### src/rtl/bullet_ctrl.sv
// Bullet slot controller: allocates fired bullets into a fixed pool of slots
// and, once per video frame, walks the pool one slot per clock moving each
// live bullet upward and retiring those that reach the top edge.
module bullet_ctrl #(
  parameter int NSLOT = 4,
  parameter int SPEED = 4,
  parameter int R     = 12
) (
  input  logic               clk,
  input  logic               rst,
  input  logic               frame_tick,
  input  logic               fire,
  input  logic [10:0]        gun_x,
  input  logic [9:0]         gun_y,
  input  logic               clr,
  output logic [NSLOT*11-1:0] bx,
  output logic [NSLOT*10-1:0] by,
  output logic [NSLOT-1:0]   active,
  output logic               fire_ack,
  output logic               fire_drop,
  output logic               update_done,
  output logic               frame_overrun
);

  localparam int             IW         = (NSLOT > 1) ? $clog2(NSLOT) : 1;
  localparam logic [IW-1:0]  LAST       = IW'(NSLOT - 1);
  localparam logic [10:0]    RETIRE_LIM = 11'(SPEED + R);
  localparam logic [9:0]     STEP       = 10'(SPEED);

  // A bullet whose y is this close to the top would cross the edge on its
  // next move, so it is retired instead of moved; this also keeps the
  // unsigned subtraction below from ever wrapping.
  function automatic logic at_top_edge(input logic [9:0] y);
    return {1'b0, y} < RETIRE_LIM;
  endfunction

  function automatic logic [9:0] step_up(input logic [9:0] y);
    return y - STEP;
  endfunction

  typedef enum logic {
    IDLE = 1'b0,
    MOVE = 1'b1
  } state_t;

  state_t            state_q, state_d;
  logic [IW-1:0]     idx_q, idx_d;
  logic              pending_q, pending_d;
  logic [NSLOT-1:0]  active_q, active_d;
  logic [10:0]       x_q [NSLOT];
  logic [9:0]        y_q [NSLOT];

  logic              free_any;
  logic [IW-1:0]     free_idx;
  logic              load_en;
  logic              step_en;
  logic              ack_d, drop_d, done_d, ovr_d;

  // Lowest-index free slot; scanning downward lets the lowest index win.
  always_comb begin
    free_any = 1'b0;
    free_idx = '0;
    for (int i = NSLOT - 1; i >= 0; i--) begin
      if (!active_q[i]) begin
        free_any = 1'b1;
        free_idx = IW'(i);
      end
    end
  end

  // Next-state, slot-update strobes and pulse requests for the controller.
  always_comb begin
    state_d   = state_q;
    idx_d     = idx_q;
    pending_d = pending_q | fire;   // a fire while already pending merges
    active_d  = active_q;
    load_en   = 1'b0;
    step_en   = 1'b0;
    ack_d     = 1'b0;
    drop_d    = 1'b0;
    done_d    = 1'b0;
    ovr_d     = 1'b0;

    case (state_q)
      IDLE: begin
        if (frame_tick) begin
          // Movement pass wins over a waiting fire; the fire stays pending.
          state_d = MOVE;
          idx_d   = '0;
        end else if (pending_q) begin
          pending_d = 1'b0;
          if (free_any) begin
            load_en            = 1'b1;
            active_d[free_idx] = 1'b1;
            ack_d              = 1'b1;
          end else begin
            drop_d = 1'b1;
          end
        end
      end

      MOVE: begin
        ovr_d = frame_tick;
        if (active_q[idx_q]) begin
          if (at_top_edge(y_q[idx_q])) begin
            active_d[idx_q] = 1'b0;
          end else begin
            step_en = 1'b1;
          end
        end
        if (idx_q == LAST) begin
          state_d = IDLE;
          idx_d   = '0;
          done_d  = 1'b1;
        end else begin
          idx_d = idx_q + IW'(1);
        end
      end

      default: begin
        state_d = IDLE;
        idx_d   = '0;
      end
    endcase

    // Clear overrides everything: empty pool, back to IDLE, no pulses.
    if (clr) begin
      state_d   = IDLE;
      idx_d     = '0;
      pending_d = 1'b0;
      active_d  = '0;
      load_en   = 1'b0;
      step_en   = 1'b0;
      ack_d     = 1'b0;
      drop_d    = 1'b0;
      done_d    = 1'b0;
      ovr_d     = 1'b0;
    end
  end

  // Controller state registers.
  always_ff @(posedge clk or posedge rst) begin
    if (rst) begin
      state_q   <= IDLE;
      idx_q     <= '0;
      pending_q <= 1'b0;
      active_q  <= '0;
    end else begin
      state_q   <= state_d;
      idx_q     <= idx_d;
      pending_q <= pending_d;
      active_q  <= active_d;
    end
  end

  // Slot positions: x is written only on allocation, y on allocation or move.
  always_ff @(posedge clk or posedge rst) begin
    if (rst) begin
      for (int i = 0; i < NSLOT; i++) begin
        x_q[i] <= '0;
        y_q[i] <= '0;
      end
    end else begin
      if (load_en) begin
        x_q[free_idx] <= gun_x;
        y_q[free_idx] <= gun_y;
      end
      if (step_en) begin
        y_q[idx_q] <= step_up(y_q[idx_q]);
      end
    end
  end

  // Registered one-cycle status pulses.
  always_ff @(posedge clk or posedge rst) begin
    if (rst) begin
      fire_ack      <= 1'b0;
      fire_drop     <= 1'b0;
      update_done   <= 1'b0;
      frame_overrun <= 1'b0;
    end else begin
      fire_ack      <= ack_d;
      fire_drop     <= drop_d;
      update_done   <= done_d;
      frame_overrun <= ovr_d;
    end
  end

  assign active = active_q;

  for (genvar g = 0; g < NSLOT; g++) begin : g_pack
    assign bx[g*11 +: 11] = x_q[g];
    assign by[g*10 +: 10] = y_q[g];
  end

endmodule

### config.mk
export PLATFORM = sky130hd
export DESIGN_NAME = bullet_ctrl
export DESIGN_NICKNAME = d
export VERILOG_FILES = /design/src/rtl/bullet_ctrl.sv
export SDC_FILE = /design/constraint.sdc
export NUM_CORES = 1
export LEC_CHECK = 0
export ABC_AREA = 1
export BUFFER_PORTS_ARGS = -buffer_cell sky130_fd_sc_hd__buf_4
export CELL_PAD_IN_SITES_DETAIL_PLACEMENT = 1
export CELL_PAD_IN_SITES_GLOBAL_PLACEMENT = 2
export CORE_ASPECT_RATIO = 1.25
export CORE_MARGIN = 4
export CORE_UTILIZATION = 30
export DETAILED_ROUTE_END_ITERATION = 16
export GPL_TIMING_DRIVEN = 0
export PLACE_DENSITY = 0.75
export SLEW_MARGIN = 10
export SYNTH_ARGS = -nofsm -noshare
export SYNTH_HDL_FRONTEND = slang
export SYNTH_SLANG_ARGS = --single-unit
### constraint.sdc
create_clock -name clk -period 3.4 [get_ports clk]
set_input_delay 0 -clock clk [delete_from_list [all_inputs] [get_ports clk]]
set_output_delay 0 -clock clk [all_outputs]
set_load 0.02 [all_outputs]
==> results of run 1 <==
-- worst min-delay path by stage --
stage	end	slack (ns)	cells past startpoint
finish	by[8]$_DFF_PP0_	0.08	5
global route	by[37]$_DFF_PP0_	0.12	5
CTS	by[8]$_DFF_PP0_	0.07	5
detailed placement	active[1]$_DFFE_PP0P_	0.14	2
global placement	frame_overrun$_DFF_PP0_	0.28	3
floorplan	frame_overrun$_DFF_PP0_	0.13	2
-- routing by layer --
| metal | global-route usage | vias up |
|---|---|---|
| met4 | 0.0629 | 0 |
| met1 | 0.267 | 2311 |
| met2 | 0.355 | 82 |
| met3 | 0.0445 | 13 |
| li1 | - | 2182 |
| met5 | 0 | - |
-- area by class of cell --
class	instances	area, µm²	area share
clock buffers	10	239	0.0377
plain buffers	26	153	0.0241
inverters	47	181	0.0286
well taps	212	265	0.0419
flip-flops and latches	96	2400	0.379
repair buffers	134	1070	0.168
clock inverters	5	40.0	0.00632
multi-input cells	420	1990	0.314
-- registers in the layout (all words and copies together), names as in the netlist --
name / count
fire_drop: 1
pending_q: 1
frame_overrun: 1
fire_ack: 1
bx: 44
active: 4
update_done: 1
idx_q: 2
by: 40
state_q: 1
-- synth_stat cells --
master / n
o21ai_0: 92
nand2_4: 1
buf_4: 2
nand4_1: 1
inv_4: 1
nor2_2: 1
nand3_1: 25
ha_1: 5
clkbuf_1: 16
dfrtp_1: 96
xor2_1: 2
nor2_8: 2
clkinv_1: 1
o21bai_1: 1
a32o_1: 2
nand3_4: 4
xnor2_1: 1
inv_2: 7
o21ai_1: 26
buf_6: 6
nand3_2: 3
nand2_1: 219
nor2_1: 13
a211oi_1: 1
nand2_2: 9
buf_2: 2
a21oi_1: 9
nor3_1: 3
inv_1: 38
-- power breakdown --
| group | switching [mW] | internal, mW |
|---|---|---|
| registers | 0.235 | 1.40 |
| logic | 1.12 | 0.689 |
| clock network | 0.478 | 0.520 |
| total | 1.83 | 2.61 |
-- tightest hold or removal path: stages --
cell	delay (ns)
buf_4	0.07
inv_1	0.05
o21ai_0	0.16
nand2_1	0.05
nand2_1	0.05
-- cells by family after synthesis --
logic type,after synthesis,share of synthesized area
compound gates,131,0.142
flops,96,0.508
xor+xnor,3,0.00556
buf+inv,73,0.0702
fa+ha+maj,5,0.0132
simple gates,281,0.261
-- what timing repair did --
action / 4_1_cts / 5_1_grt
hold buffers: 16 / 0
hold endpoints to repair: 92 / 0
setup buffers: 0 / 0
==> results by group, run 1 <==
Setup path
  • R2R Path Start: idx_q[0]$_DFFE_PP0P_
  • Critical path endpoint: by[36]$_DFF_PP0_
  • Critical Path Stages: 11
  • CP Cell Sequence: inv_2, buf_6, buf_6, nand2_1, nand3_1, nand2_1, ha_1, inv_1, nor2_1, xor2_1, o21ai_0
  • Worst R2R End: by[36]$_DFF_PP0_
  • Worst Reg2Reg Path Length in Cells: 11
  • Critical path class: register to register
  • Critical Path Fanout Max: 11
  • Crit path buf inv count: 4
  • Worst EP required: 3.62 ns
  • Crit path max-delay family: flip-flops
  • Critical Path Sink Type: register
  • Critical path launch point type: register
  • CP startpoint: idx_q[0]$_DFFE_PP0P_
  • Slowest stage delay, CP: 0.62 ns
  • Slowest CP cell: dfrtp_1
  • Critical Path AT: 2.69 ns
  • Reg-to-reg slack, setup: 0.93 ns

Power
  • Pleak: 3.21 nW
  • Design Power: 4.44 mW
  • PwrDens: 701 nW/µm²
  • Peak VDD IR: 276 µV

Placement
  • Placement Cell Area: 5900 µm²
  • Placement Setup Slack: 0.990 ns
  • Placed Cells: 919
  • Port-buffer cells: 117
  • Routability cong.: 0.789
  • DP HPWL: 12.8 mm

STA
  • Min Hold Slack: 0.0756 ns
  • Final setup vio count: 0
  • Setup ws final: 0.928 ns
  • Post-route setup TNS: 0 ns
  • Worst-margin pin slew: 0.661 ns
  • Final Skew: 0.00670 ns
  • Hold Violations, Final: 0
  • RSZ-0062 raised after global routing: no
  • Fin. max-slew vios: 0
  • Max Fclk: 405 MHz
  • Fin crit share: 0.727
  • Slew margin rel.: 0.559
  • Min cycle time layout: 2.47 ns

Routing
  • Post-DR vias/cell: 4.83
  • Avg WL per Cell: 18.8 µm
  • Met3 WL: 891 µm
  • Drt drc: 0
  • First DRT Iteration DRCs: 162
  • Routed WL: 17.9 mm
  • Top layer used by detailed routing: met4
  • DR vias: 4588
  • First-pass DRT Iterations: 4
  • Wire length on met1: 7.79 mm
  • Metal2 WL: 8.99 mm
  • ANT nets after route: 0

Logic synthesis
  • Yosys Warn Count: 0
  • Syn Nets: 620
  • Register area share after synthesis: 0.508
  • Distinct cells, synth: 29
  • Synth area leaders: dfrtp_1, nand2_1, o21ai_0
  • Cell count after synthesis: 589
  • Synth Cell Area: 4720 µm²
  • Seq cells post-synth: 96
  • Share of the synthesized area in the top cell type: 0.508
  • Synth area leader: dfrtp_1
  • Syn avg cell area: 8.02 µm²

Floorplan
  • I/O pins: 118
  • Die height: 148 µm
  • Initial Util: 0.305
  • Core region area: 15500 µm²
  • Num rows: 51
  • Die area: 17800 µm²
  • Die W: 120 µm

Clock network
  • # resized after CTS: 0
  • Clk_lat worst skew: 0.35 ns
  • Root Buffer: clkbuf_16
  • CTS Sinks: 96
  • H-tree levels: 3
  • Total CTS buffers: 9
  • Clk buf depth: 2
  • Worst-path clk slew: 0.07 ns
  • TritonCTS clock tree: done

Finish
  • Non-filler cells, final: 950
  • Most frequent cells in the layout: nand2_1, buf_4, dfrtp_1
  • Filler cells: 1890
  • Final Core Density: 0.409
  • Design area: 6340 µm²
  • Commonest non-fill, non-tap cell in the layout: nand2_1
  • Area Overhead vs Synth: 34.1%
  • Layout cells sized above 1: 0.233
  • Antenna cells: 0
  • Nets: 765

GRT
  • Overflow after GRT: 0
  • GRT Overall Usage: 0.209
  • Global-route wire length before repair: 28.8 mm
  • Initial antenna violation count: 0
  • Vias in the first global route: 5034
  • Pin count of the biggest net entering global routing: 52

Worst hold path
  • Min-Delay Startpoint: gun_y[8]
  • HP Class: input pin to register

Job
  • Max Cap Viol: 0

Outcome
  • Run status: finished, final reports clean
No activity file was read; power rests on OpenSTA's default activity.
==> run 2, diff against run 1 <==
- ABC_AREA: 1 -> 0
- CORE_UTILIZATION: 30 -> 32
- PLACE_DENSITY: 0.75 -> 0.72
- clock period: 3.4 -> 2.1 ns (I/O delays scaled with it)
==> results by group, run 2 <==
Logic synthesis
  • Distinct cells, synth: 42
  • Commonest cells in the netlist: dfrtp_1, mux2_2, mux2i_1
  • Synth Area in Simple Gates: 0.0795
  • Share of the synthesized area in the top cell type: 0.516
  • Post-Synth Adder-Cell Area: 0.0134
  • Register area share after synthesis: 0.516
  • Seq cells post-synth: 96
  • Post-synthesis mux area share: 0.307
  • Synth async-reset ratio: 1.00
  • Count leader, synth: dfrtp_1
  • Synth area leaders: dfrtp_1, mux2_2, mux2i_1
  • Post-synthesis xor/xnor area fraction: 0.00564
  • Syn avg cell area: 13.5 µm²
  • Yosys Warn Count: 0
  • Syn Nets: 377
  • Synth Cell Area: 4660 µm²
  • Cell count after synthesis: 346
  • Compound-Gate Fraction of Synth Area: 0.0542
  • EDFF count, synth: 0
  • Combinational family with the most area after synthesis: multiplexers
  • Synth area leader: dfrtp_1
  • Main synth FF type: dfrtp_1

Floorplan
  • Die height: 143 µm
  • I/O pins: 118
  • Die W: 116 µm
  • Core region area: 14300 µm²
  • Initial Util: 0.325
  • Die area: 16600 µm²
  • Num rows: 49

STA
  • Min cycle time layout: 2.49 ns
  • Fin crit share: 1.18
  • Max Fclk: 402 MHz
  • Setup ws final: -0.388 ns
  • Worst-margin pin slew: 0.446 ns
  • Final setup vio count: 44
  • Slew margin rel.: 0.702
  • Final Skew: 0.00503 ns
  • Fin. max-slew vios: 0
  • Post-route setup TNS: -14.77 ns
  • Hold Violations, Final: 0
  • RSZ-0062 raised after global routing: yes

Routing
  • DR vias: 3584
  • Avg WL per Cell: 21.0 µm
  • ANT nets after route: 0
  • Routed WL: 14.7 mm
  • First DRT Iteration DRCs: 143
  • Post-DR vias/cell: 5.14
  • First-pass DRT Iterations: 4
  • Drt drc: 0

Clock network
  • Worst-path clk slew: 0.06 ns
  • Clk_lat worst skew: 0.35 ns
  • H-tree levels: 3
  • CTS Sinks: 96
  • Clk buf depth: 2
  • TritonCTS clock tree: done
  • Total CTS buffers: 9
  • Root Buffer: clkbuf_16

GRT
  • Initial antenna violation count: 0
  • Overflow after GRT: 0
  • GRT Overall Usage: 0.185
  • Global-route wire length before repair: 23.1 mm
  • Vias in the first global route: 3989
  • Pin count of the biggest net entering global routing: 36

Finish
  • Max reg flops: 44
  • Area Overhead vs Synth: 45.0%
  • Filler cells: 1505
  • Final Core Density: 0.471
  • Design area: 6760 µm²
  • Commonest non-fill, non-tap cell in the layout: buf_4
  • Nets: 548
  • Antenna cells: 0
  • Layout cells sized above 1: 0.534
  • Most frequent cells in the layout: buf_4, dfrtp_1, mux2_2

Outcome
  • Run status: finished, violations left
  • Failing checks: negative setup slack

Setup path
  • R2R Path Start: idx_q[0]$_DFFE_PP0P_
  • Critical path endpoint: by[30]$_DFF_PP0_
  • Worst EP required: 2.33 ns
  • Critical path launch point type: register
  • Worst R2R End: by[30]$_DFF_PP0_
  • Critical Path Fanout Max: 5
  • Reg-to-reg slack, setup: -0.39 ns
  • Worst Reg2Reg Path Length in Cells: 6
  • Critical Path AT: 2.72 ns
  • CP startpoint: idx_q[0]$_DFFE_PP0P_
  • Critical path class: register to register
  • Critical Path Sink Type: register

Placement
  • Routability cong.: 0.762
  • Placement Setup Slack: -0.804 ns
  • Placement Cell Area: 5870 µm²
  • DP HPWL: 10.3 mm
  • Port-buffer cells: 117

Power
  • Peak VDD IR: 323 µV
  • PwrDens: 885 nW/µm²
  • Pleak: 3.15 nW

Job
  • Max Cap Viol: 0

Worst hold path
  • Worst hold stages: 3
  • HP Class: input pin to register
[run 2: cell count changes in the layout (fill, tap and decap cells not counted), sizes merged, moves of 5 or more]
cell / previous run / this run
nand2: 229 / 5
o21ai: 118 / 0
mux2: 0 / 65
mux2i: 0 / 45
inv: 48 / 8
nand3: 32 / 6
buf: 128 / 152
mux4: 0 / 11
clkbuf: 26 / 16
and2: 0 / 6
and3: 0 / 5
nor3: 3 / 8
[run 2: repair_timing]
| item | in CTS | in global routing |
|---|---|---|
| setup buffers | 14 | 6 |
| hold buffers | 20 | 0 |
| pin swaps | 13 | 4 |
| hold endpoints to repair | 163 | 0 |
| gates resized for setup | 42 | 19 |
| gates cloned | 0 | 0 |
| endpoints found under the setup margin | 88 | 60 |
[run 2: area by class of cell]
cell class | instances | area, µm² | share of cell area
buffer | 16 | 164 | 0.0243
clock buffer | 12 | 246 | 0.0365
clock inverter | 1 | 30.0 | 0.00444
inverter | 9 | 37.5 | 0.00555
multi-input combinational | 225 | 2290 | 0.340
sequential | 96 | 2400 | 0.356
tap | 178 | 223 | 0.0330
timing repair buffer | 160 | 1360 | 0.201
[run 2: layer usage]
layer  part of all wire  wire length (µm)  track usage  up-vias
li1                   -                 -            -     1622
met1               0.41              6020        0.227     1866
met2               0.53              7800        0.319       80
met3              0.041               594       0.0390       16
met4              0.017               248       0.0654        0
met5                  0                 0            0        -
[run 2: power by group]
| part | total [mW] | switching, mW | internal [mW] | leakage, nW |
|---|---|---|---|---|
| registers | 2.27 | 0.184 | 2.09 | 1.28 |
| logic | 2.09 | 1.14 | 0.957 | 1.74 |
| clock network | 1.62 | 0.682 | 0.938 | 0.135 |
| total | 5.98 | 2.00 | 3.98 | 3.15 |
[run 2: worst min-delay path by stage]
| stage | from | endpoint | slack, ns |
|---|---|---|---|
| global route | gun_y[0] | by[0]$_DFF_PP0_ | 0.04 |
| detailed placement | rst | by[0]$_DFF_PP0_ | -0.004 |
| finish | gun_y[1] | by[21]$_DFF_PP0_ | 0.04 |
| CTS | gun_y[0] | by[30]$_DFF_PP0_ | 0.03 |
| global placement | gun_x[1] | bx[34]$_DFFE_PP0P_ | 0.26 |
| floorplan | frame_tick | frame_overrun$_DFF_PP0_ | 0.13 |
[run 2: logic make-up (layout without fill, tap and decap cells)]
kind of cell | Yosys count | in the layout
fa+ha+maj | 5 | 5
flops | 96 | 96
buf+inv | 25 | 198
mux | 121 | 121
simple gates | 62 | 62
xor+xnor | 3 | 3
compound gates | 34 | 34
[run 2: critical path, stage by stage, from the launching register on]
cell and delay, ns:
dfrtp_1 0.38, buf_6 0.16, mux4_2 0.57, or4_4 0.64, nor2_8 0.20, nor2_4 0.11
mux2_4 0.32
[run 2: through the flow]
stage | cells | hold WS (ns) | total power [mW]
floorplan | 346 | 0.129 | 3.43
global placement | 641 | 0.259 | 4.12
detailed placement | 644 | -0.00410 | 4.18
CTS | 691 | 0.0271 | 5.98
global route | 697 | 0.0370 | 6.29
finish | 697 | 0.0436 | 5.98
==> run 3, diff against run 2 <==
==> constraint.sdc (replaced) <==
create_clock -name clk -period 2.1 [get_ports clk]
set_input_delay 0.315 -clock clk [delete_from_list [all_inputs] [get_ports clk]]
set_output_delay 0.315 -clock clk [all_outputs]
set_load 0.02 [all_outputs]
==> results by group, run 3 (synthesis results as in run 2) <==
Routing
  • First DRT Iteration DRCs: 171
  • ANT nets after route: 0
  • Drt drc: 0
  • Routed WL: 14.5 mm
  • Post-DR vias/cell: 5.18
  • DR vias: 3513
  • Avg WL per Cell: 21.3 µm
  • First-pass DRT Iterations: 4

STA
  • Hold Violations, Final: 0
  • Setup ws final: -0.397 ns
  • Min cycle time layout: 2.50 ns
  • Final setup vio count: 44
  • Post-route setup TNS: -14.93 ns
  • Max Fclk: 401 MHz
  • Fin crit share: 1.19
  • Fin. max-slew vios: 0
  • RSZ-0062 raised after global routing: yes
  • Final Skew: 0.00509 ns
  • Slew margin rel.: 0.689
  • Worst-margin pin slew: 0.466 ns

Finish
  • Reg area: 2400 µm²
  • Commonest non-fill, non-tap cell in the layout: buf_4
  • Layout cells sized above 1: 0.554
  • Max reg flops: 44
  • Nets: 529
  • Most frequent cells in the layout: buf_4, dfrtp_1, mux2_2
  • Design area: 6570 µm²
  • Filler cells: 1513
  • Antenna cells: 0
  • Area Overhead vs Synth: 40.9%
  • Multi-input gate area: 2290 µm²

Outcome
  • Run status: finished, violations left
  • Failing checks: negative setup slack

Setup path
  • Worst EP required: 2.36 ns
  • Critical Path Sink Type: register
  • CP Cell Sequence: buf_6, mux4_2, or4_4, a311oi_2, nor2_1, o22ai_1
  • Slowest CP cell: or4_4
  • Critical path launch point type: register
  • Crit path max-delay family: simple AND/OR/NAND/NOR gates
  • Slowest stage delay, CP: 0.64 ns
  • Critical Path AT: 2.76 ns
  • Critical path class: register to register
  • Crit path buf inv count: 1
  • Critical Path Fanout Max: 5

Floorplan
  • Die area: 16600 µm²
  • Die height: 143 µm
  • Core region area: 14300 µm²
  • Initial Util: 0.325
  • Num rows: 49
  • Die W: 116 µm
  • I/O pins: 118

Clock network
  • Root Buffer: clkbuf_16
  • Worst-path clk slew: 0.06 ns
  • Clk_lat worst skew: 0.35 ns
  • CTS Sinks: 96
  • TritonCTS clock tree: done
  • Total CTS buffers: 9
  • H-tree levels: 3
  • Clk buf depth: 2

Placement
  • Port-buffer cells: 117
  • Routability cong.: 0.762
  • DP HPWL: 10.3 mm
  • Placement Cell Area: 5870 µm²

GRT
  • Pin count of the biggest net entering global routing: 36
  • Overflow after GRT: 0
  • Initial antenna violation count: 0
  • Global-route wire length before repair: 22.7 mm
  • GRT Overall Usage: 0.182
  • Vias in the first global route: 3905

Job
  • Max Cap Viol: 0

Power
  • PwrDens: 907 nW/µm²
  • Pleak: 3.07 nW
  • Peak VDD IR: 324 µV

Worst hold path
  • HP Class: input pin to register
-- run 3: cell types whose count changed in the layout (fill, tap and decap cells not counted) --
cell and delta:
buf_2 +1, clkbuf_4 -1, dlygate4sd3_1 -19
-- run 3: routing by layer --
layer  vias up  GRT usage  share of wire
li1       1585          -              -
met1      1825      0.223           0.41
met2        85      0.313           0.53
met3        18     0.0403          0.043
met4         0     0.0654          0.018
met5         -          0              0
-- run 3: path summary, 6_finish.rpt --
check,from,to,slack [ns],cells after the start
max reg2reg,idx_q[0]$_DFFE_PP0P_,by[29]$_DFF_PP0_,-0.40,6
max in group asynchronous,rst,bx[11]$_DFFE_PP0P_,1.11,4
min,gun_x[0],bx[22]$_DFFE_PP0P_,0.22,2
max,idx_q[0]$_DFFE_PP0P_,by[29]$_DFF_PP0_,-0.40,6
min reg2reg,bx[14]$_DFFE_PP0P_,bx[14]$_DFFE_PP0P_,0.50,1
min in group asynchronous,rst,by[0]$_DFF_PP0_,0.50,3
-- run 3: layout make-up --
| class | count | area share |
|---|---|---|
| well taps | 178 | 0.0339 |
| multi-input cells | 225 | 0.350 |
| clock buffers | 12 | 0.0375 |
| flip-flops and latches | 96 | 0.366 |
| clock inverters | 1 | 0.00457 |
| inverters | 9 | 0.00572 |
| repair buffers | 141 | 0.178 |
| plain buffers | 16 | 0.0246 |
-- run 3: worst reg2reg max path: stages (launching register included) --
cell and delay (ns):
dfrtp_1 0.38, buf_6 0.16, mux4_2 0.57, or4_4 0.64
a311oi_2 0.43, nor2_1 0.10, o22ai_1 0.13
-- run 3: per-stage QoR --
| step | power [mW] | hold slack (ns) | worst slack (ns) | cells | util |
|---|---|---|---|---|---|
| 6_report | 5.95 | 0.222 | -0.397 | 678 | 0.458 |
| 3_5_place_dp | 4.18 | 0.311 | -0.844 | 644 | 0.409 |
| 5_1_grt | 6.26 | 0.214 | -0.470 | 678 | 0.458 |
| 4_1_cts | 5.95 | 0.209 | -0.391 | 672 | 0.451 |
| 2_1_floorplan | 3.43 | 0.444 | -0.189 | 346 | - |
| 3_3_place_gp | 4.12 | 0.489 | -0.796 | 641 | 0.405 |
-- run 3: what timing repair did --
action / in CTS / in global routing
endpoints found under the setup margin: 88 / 60
resized for setup: 42 / 18
pin swaps: 13 / 4
setup buffers: 14 / 6
endpoints found under the hold margin: 8 / 0
hold buffers: 1 / 0
-- run 3: power by group --
group          internal [mW]  total, mW  switching (mW)  leakage, nW
Combinational          0.934       2.06            1.13         1.66
Clock                  0.937       1.62           0.680        0.135
Sequential              2.09       2.27           0.185         1.28
